`config.mk`:
```
export PLATFORM = sky130hd
export DESIGN_NAME = sweep_controller_flat
export DESIGN_NICKNAME = d
export VERILOG_FILES = /design/src/rtl/sweep_controller_pkg.sv /design/src/rtl/sweep_controller_if.sv /design/src/rtl/sweep_controller_detect.sv /design/src/rtl/sweep_controller.sv /design/src/flat_wrapper.sv
export SDC_FILE = /design/constraint.sdc
export NUM_CORES = 1
export LEC_CHECK = 0
export ABC_AREA = 1
export BUFFER_PORTS_ARGS = -buffer_cell sky130_fd_sc_hd__buf_4
export CORE_UTILIZATION = 45
export CTS_CLUSTER_DIAMETER = 80
export DETAILED_ROUTE_END_ITERATION = 8
export GPL_ROUTABILITY_DRIVEN = 0
export PLACE_DENSITY = 0.7
export SYNTH_ARGS = -nofsm -noshare
export SYNTH_HDL_FRONTEND = slang
export SYNTH_SLANG_ARGS = --single-unit
```
`constraint.sdc`:
```
create_clock -name CLK -period 2.7 [get_ports CLK]
set_input_delay 0.135 -clock CLK [delete_from_list [all_inputs] [get_ports CLK]]
set_output_delay 0.135 -clock CLK [all_outputs]
set_load 0.02 [all_outputs]
```
`src/rtl/sweep_controller_pkg.sv`:
```
// sweep_ctrl_pkg: shared state encoding and sweep enable-count constants.
package sweep_ctrl_pkg;
    typedef logic [1:0] state_t;
    localparam state_t IDLE   = 2'd0;
    localparam state_t CLEAR  = 2'd1;
    localparam state_t RUN    = 2'd2;
    localparam state_t FINISH = 2'd3;
    localparam int FIRST_SWEEP_EN = 16;
    localparam int NEXT_SWEEP_EN  = 18;
endpackage

```
`src/rtl/sweep_controller_if.sv`:
```
// sweep_controller_if: command, status and counter-side signals of the sweep controller.
interface sweep_controller_if #(parameter int SWEEP_W = 4);
    logic               START;
    logic [SWEEP_W-1:0] NUM_SWEEPS;
    logic               PAUSE;
    logic               ABORT;
    logic [2:0]         M_IN;
    logic               CNT_EN;
    logic               CNT_SRST;
    logic               BUSY;
    logic               DONE;
    logic [SWEEP_W:0]   SWEEP_CNT;
    modport master (output START, NUM_SWEEPS, PAUSE, ABORT, M_IN,
                    input  CNT_EN, CNT_SRST, BUSY, DONE, SWEEP_CNT);
    modport slave  (input  START, NUM_SWEEPS, PAUSE, ABORT, M_IN,
                    output CNT_EN, CNT_SRST, BUSY, DONE, SWEEP_CNT);
endinterface

```
`src/rtl/sweep_controller_detect.sv`:
```
// sweep_detect: flags a down-count arriving at 0 (previous M of 1, current M of 0).
module sweep_detect (
    input  logic       CLK,
    input  logic       S_RST_N,
    input  logic       en_i,
    input  logic [2:0] m_i,
    output logic       hit_o
);
    logic [2:0] m_prev_q;
    always_ff @(posedge CLK) m_prev_q <= S_RST_N ? m_i : 3'd0;
    assign hit_o = en_i && m_prev_q == 3'd1 && m_i == 3'd0;
endmodule

```
`src/rtl/sweep_controller.sv`:
```
// sweep_controller: clears and runs a bounce counter for a programmed number of sweeps,
// with pause, abort and a one-cycle completion pulse.
module sweep_controller
    import sweep_ctrl_pkg::*;
#(
    parameter int SWEEP_W = 4
) (
    input logic               CLK,
    input logic               S_RST_N,
    sweep_controller_if.slave bus
);
    state_t           state_q, state_d;
    logic [SWEEP_W:0] target_q, target_d, cnt_q, cnt_d;
    logic             run, accept, sweep_hit, last_detect;

    assign run    = state_q == RUN;
    assign accept = state_q == IDLE && bus.START;

    sweep_detect u_detect (
        .CLK     (CLK),
        .S_RST_N (S_RST_N),
        .en_i    (run),
        .m_i     (bus.M_IN),
        .hit_o   (sweep_hit)
    );

    assign last_detect = sweep_hit && (cnt_q + 1'b1 == target_q);

    always_comb begin
        state_d  = state_q == IDLE  ? (bus.START ? CLEAR : IDLE) :
                   state_q == CLEAR ? (bus.ABORT ? FINISH : RUN) :
                   state_q == RUN   ? ((bus.ABORT || last_detect) ? FINISH : RUN) : IDLE;
        // a zero request sets the top bit alone, i.e. 2^SWEEP_W sweeps
        target_d = accept ? {bus.NUM_SWEEPS == '0, bus.NUM_SWEEPS} : target_q;
        cnt_d    = accept ? '0 : (sweep_hit && !bus.ABORT) ? cnt_q + 1'b1 : cnt_q;
    end

    always_ff @(posedge CLK) begin
        if (!S_RST_N) begin
            state_q  <= IDLE;
            target_q <= '0;
            cnt_q    <= '0;
        end else begin
            state_q  <= state_d;
            target_q <= target_d;
            cnt_q    <= cnt_d;
        end
    end

    assign bus.CNT_EN    = run && !bus.PAUSE && !bus.ABORT && !last_detect;
    assign bus.CNT_SRST  = !S_RST_N || state_q == CLEAR || state_q == FINISH;
    assign bus.BUSY      = state_q != IDLE;
    assign bus.DONE      = state_q == FINISH;
    assign bus.SWEEP_CNT = cnt_q;
endmodule

```
`src/flat_wrapper.sv`:
```
// flat-port wrapper written by rule: the top's interface ports become plain ports
module sweep_controller_flat import sweep_ctrl_pkg::*;
#(
    parameter int SWEEP_W = 4
)
  (CLK, S_RST_N, bus_START, bus_NUM_SWEEPS, bus_PAUSE, bus_ABORT, bus_M_IN, bus_CNT_EN, bus_CNT_SRST, bus_BUSY, bus_DONE, bus_SWEEP_CNT);
  sweep_controller_if #(.SWEEP_W(SWEEP_W)) bus_i ();
  input logic CLK;
  input logic S_RST_N;
  input wire logic [$bits(bus_i.START)-1:0] bus_START;
  input wire logic [$bits(bus_i.NUM_SWEEPS)-1:0] bus_NUM_SWEEPS;
  input wire logic [$bits(bus_i.PAUSE)-1:0] bus_PAUSE;
  input wire logic [$bits(bus_i.ABORT)-1:0] bus_ABORT;
  input wire logic [$bits(bus_i.M_IN)-1:0] bus_M_IN;
  output wire logic [$bits(bus_i.CNT_EN)-1:0] bus_CNT_EN;
  output wire logic [$bits(bus_i.CNT_SRST)-1:0] bus_CNT_SRST;
  output wire logic [$bits(bus_i.BUSY)-1:0] bus_BUSY;
  output wire logic [$bits(bus_i.DONE)-1:0] bus_DONE;
  output wire logic [$bits(bus_i.SWEEP_CNT)-1:0] bus_SWEEP_CNT;
  assign bus_i.START = bus_START;
  assign bus_i.NUM_SWEEPS = bus_NUM_SWEEPS;
  assign bus_i.PAUSE = bus_PAUSE;
  assign bus_i.ABORT = bus_ABORT;
  assign bus_i.M_IN = bus_M_IN;
  assign bus_CNT_EN = bus_i.CNT_EN;
  assign bus_CNT_SRST = bus_i.CNT_SRST;
  assign bus_BUSY = bus_i.BUSY;
  assign bus_DONE = bus_i.DONE;
  assign bus_SWEEP_CNT = bus_i.SWEEP_CNT;
  sweep_controller #(.SWEEP_W(SWEEP_W)) u_core (.CLK(CLK), .S_RST_N(S_RST_N), .bus(bus_i));
endmodule
```
Word level (Yosys, flattened, before mapping)
Index checks and enable logic that the tools add are counted.

Multipliers: 0. Magnitude comparators: 0. Div/mod/pow operators: 0. Mux-type cells: 6. Shift-type cells: 0. Reduce and logical (&&, ||, !) cells: 20. Add/sub/neg operators: 1. Bitwise logic cells: 1. Equal/unequal tests: 5.

Operators with widths (count): logical AND 1 bit (8); two-way mux 2 bit (3); adder 5 x 1 -> 5 bit, second input constant (1); equality test 5 bit (1); equality test 2 bit, second input constant (2); zero test 1 bit (4); zero test 4 bit (1); equality test 3 x 1 -> 1 bit, second input constant (1); zero test 3 bit (1); logical OR 1 bit (3); two-way mux 1 bit (3); equality test 2 x 1 -> 1 bit, second input constant (1); zero test 2 bit (1); nonzero test 2 bit (1); OR reduction 2 bit (1); NOT 1 bit (1).

Flip-flop bits (word level): 15. Bits in latches: 0. Memories kept: 0. Logic and storage cells: 37. Memory bits (read-only): 0. Memory bits (writable): 0.

Logic depth before layout (Yosys ltp)
Depth after elaboration: 9. Mapped depth: 13.

Modules after synthesis
Synthesis repeated with hierarchy kept, for this count alone.

Cell total of the unflattened synthesis: 113. Area total of the unflattened synthesis: 784.5 sq um.

By module, submodules not included: sweep_controller (times used 1, cells an instance 96, seq. area each 240.2 sq um, area an instance 671.9 sq um); sweep_detect (times used 1, cells an instance 17, seq. area each 60.1 sq um, area an instance 112.6 sq um).

Least setup slack after synthesis
OpenSTA, ideal clock, no wires.

Kind: reg-to-output. From: register u_core.cnt_q[0] (netlist: u_core.bus.SWEEP_CNT[0]). To: output port bus_CNT_EN. Arrival time: 1754 ps. Path slack: 811 ps. Stages on the path, launching flop included: 12. Cell sequence: dfxtp_1 ha_1 nand2_1 nand2_1 nand2_1 nand2_1 inv_1 nand2_1 nor2_1 nand2_1 nand2_1 nor3b_1.

Longest elaborated chain between the ends: 5.

RTL lines: start, declared (RTL line sweep_controller.sv:13) `logic [SWEEP_W:0] target_q, target_d, cnt_q, cnt_d;`; start signal, assigned (RTL line sweep_controller.sv:46) `cnt_q <= cnt_d;`; adder 5 x 1 -> 5 bit (RTL line sweep_controller.sv:27) `assign last_detect = sweep_hit && (cnt_q + 1'b1 == target_q);`; equality test 5 bit (RTL line sweep_controller.sv:27); logical AND 1 bit (RTL line sweep_controller.sv:27); zero test 1 bit (RTL line sweep_controller.sv:50) `assign bus.CNT_EN = run && !bus.PAUSE && !bus.ABORT && !last_detect;`; logical AND 1 bit (RTL line sweep_controller.sv:50); end, declared (RTL line flat_wrapper.sv:15) `output wire logic [$bits(bus_i.CNT_EN)-1:0] bus_CNT_EN;`.

No other way between the ends.

Worst setup path after layout
Ends and elaborated chain as after synthesis.

==> metrics.cfg <==
[power_and_ir_drop]
power_density_nw_per_um2 = 436.7
vdd_drop_max_mv = 0.2484
p_total_uw = 424.0
p_leak_uw = 0.0004789

[timing]
hold_viol = 0
clock.fmax_ghz = 0.4954
grt_setup_unrepaired = false
slew_headroom = 0.7464
period_share = 0.7475
skew_ns = 0.008410
fin_crit_ns = 2.018
final-setup-viol-count = 0
worstMarginPinSlew_ns = 0.3795
drv_slew = 0
setup_tns_ns = 0

[worst_hold_path]
hold_path_class = primary input to flip-flop
hold-path-cell-count = 3

[cells_and_area]
area_growth_pct = 24.76
regArea_um2 = 300.3
multi_input_area_um2 = 410.4
layout_common_cells = nand2_1 (25), buf_4 (20), dfxtp_1 (15)
fillers = 143
final_common_cell = nand2_1
nNetsFinal = 150
post-route-util = 0.6228
antenna-diode-count = 0
drive_above_1_share = 0.2424
fin_area_um2 = 970.9

[logic_synthesis]
synth_compound_area_frac = 0.1238
synth_top_area_frac = 0.3859
synth.avg_cell_area_um2 = 7.140
netlist_instances = 109
synth_top_family_by_area = simple AND/OR/NAND/NOR gates
yosysWarnings = 0
yosysUniqueCellTypes = 24
synthTopCellsByArea = dfxtp_1 (39%), nand2_1 (12%), ha_1 (8.0%)
synthSimpleGateAreaFrac = 0.3006
ys_seq_area_frac = 0.3859
synth_nets = 126
synth_area_um2 = 778.2
ys_seq_elements = 15
synth_mux_area_frac = 0
synth_top_cell_by_area = dfxtp_1
synth_fa_ha_area_frac = 0.08039
synth-xor-area-share = 0.02251

[drt]
dr.pass1.iters = 4
vias = 725
wire_per_inst_um = 10.38
drc = 0
drt-vias-per-instance = 4.899
postRouteWirelength_mm = 1.536
dr.first_iter.drc_count = 3
final_antenna_net_count = 0

[clock_network]
cts_hold_buf = 0
ctsResizeCount = 0
cts.path.max_buffers = 2
clock-sinks = 15
cts_tree = yes
clkTransAtPathRegs_ns = 0.09
postCtsSetupRepairBufs = 0
clock-root-buffer = clkbuf_4
cts-htree-levels = 1
clk_latency_ns = 0.29
numCtsBuffers = 3

[floorplan]
die_area_um2 = 1900
dieHeight_um = 43.59
core_area_um2 = 1559
rows = 14
num_io_pins = 21
chipWidth_um = 43.59
initial_core_util = 0.4992

[worst_setup_path]
rr_worst_depth = 5
cp_max_fo = 7
cp-end-kind = output pin
cp-start-kind = flip-flop
crit_required_ns = 2.57
arrival_ns = 1.88
crit_type = flip-flop to output pin

[global_routing]
grt_pass1_wl_mm = 2.718
grtUsageTotal = 0.1945
grt_pass1_vias = 688
antenna_found_initial = 0
overflow = 0
grt_max_degree = 11

[job]
maxCapViolations = 0

[placement]
postPlaceCellArea_um2 = 944.7
portBuffers = 20
hpwl_mm = 1.209

[status]
status = finished, final reports clean

-- per-stage QoR --
step | hold slack [ns] | cells | setup slack [ns]
global route | 0.03122 | 148 | 0.4590
global placement | 0.3232 | 144 | 1.057
floorplan | 0.2285 | 109 | 0.8109
CTS | 0.02316 | 148 | 0.6712
finish | 0.02928 | 148 | 0.6816
detailed placement | 0.3258 | 144 | 1.006
-- routing by layer --
| layer | GRT usage | wire length (um) | share of wire |
|---|---|---|---|
| met1 | 0.2171 | 733 | 0.48 |
| met2 | 0.3463 | 713 | 0.46 |
| met4 | 0.05625 | 0 | 0 |
| met5 | 0 | 0 | 0 |
| met3 | 0.06667 | 88 | 0.057 |
-- flip-flops by register name, indices dropped and copies added (netlist names) --
register                  count
u_core.bus.SWEEP_CNT          5
u_core.target_q               5
u_core.u_detect.m_prev_q      3
u_core.state_q                2
-- final cells by class --
cell class,count,share of cell area
Tap cell,16,0.02062
Timing Repair Buffer,20,0.1546
Multi-Input combinational cell,76,0.4227
Inverter,17,0.06572
Sequential cell,15,0.3093
Clock buffer,4,0.02706
-- worst max-delay path, cell delays in order (launching register included) --
cell and delay [ns]:
dfxtp_1 0.45, ha_1 0.26, nand2_1 0.11, nand2_1 0.09
nand2_1 0.04, nand2_1 0.05, inv_1 0.04, nand2_1 0.04
nor2_1 0.04, nand2_1 0.05, nand2_1 0.06, nor3b_1 0.19
buf_4 0.17
-- cells in the mapped netlist --
cell type   n
nand2_2     2
nor2_1     11
o21ai_0     1
inv_1      13
nand4_1     2
inv_2       4
xor2_1      1
ha_1        5
nor2_2      2
or3_1       1
o21ai_1     3
clkbuf_1    1
xnor2_1     1
nor3_1      1
a211oi_1    3
or2_0       1
a21oi_1     7
nand3_1     6
nor3b_1     1
nor4_1      1
a21oi_2     1
dfxtp_1    15
nand2_1    25
a32o_1      1
-- cells by family after synthesis --
family	Yosys count
adder cells (fa/ha/maj)	5
buffers and inverters	18
flip-flops	15
AND/OR/NAND/NOR	53
AO/OA/AOI/OAI	16
XOR/XNOR	2
-- path summary, 6_finish.rpt --
| check | to | slack [ns] | start |
|---|---|---|---|
| setup / recovery | bus_CNT_EN | 0.68 | u_core.bus.SWEEP_CNT[0] |
| hold / removal | u_core.u_detect.m_prev_q[0] | 0.03 | bus_M_IN[0] |
| setup reg to reg | u_core.bus.SWEEP_CNT[4] | 1.17 | u_core.state_q[0] |
| hold reg to reg | u_core.target_q[2] | 0.48 | u_core.target_q[2] |
-- where the power goes --
group	switching (uW)	internal [uW]	leakage, uW
Clock	72.4	57.4	0.0000150
Combinational	32.2	26.9	0.000341
Sequential	4.89	230	0.000123
(Power assumes the default switching activity.)
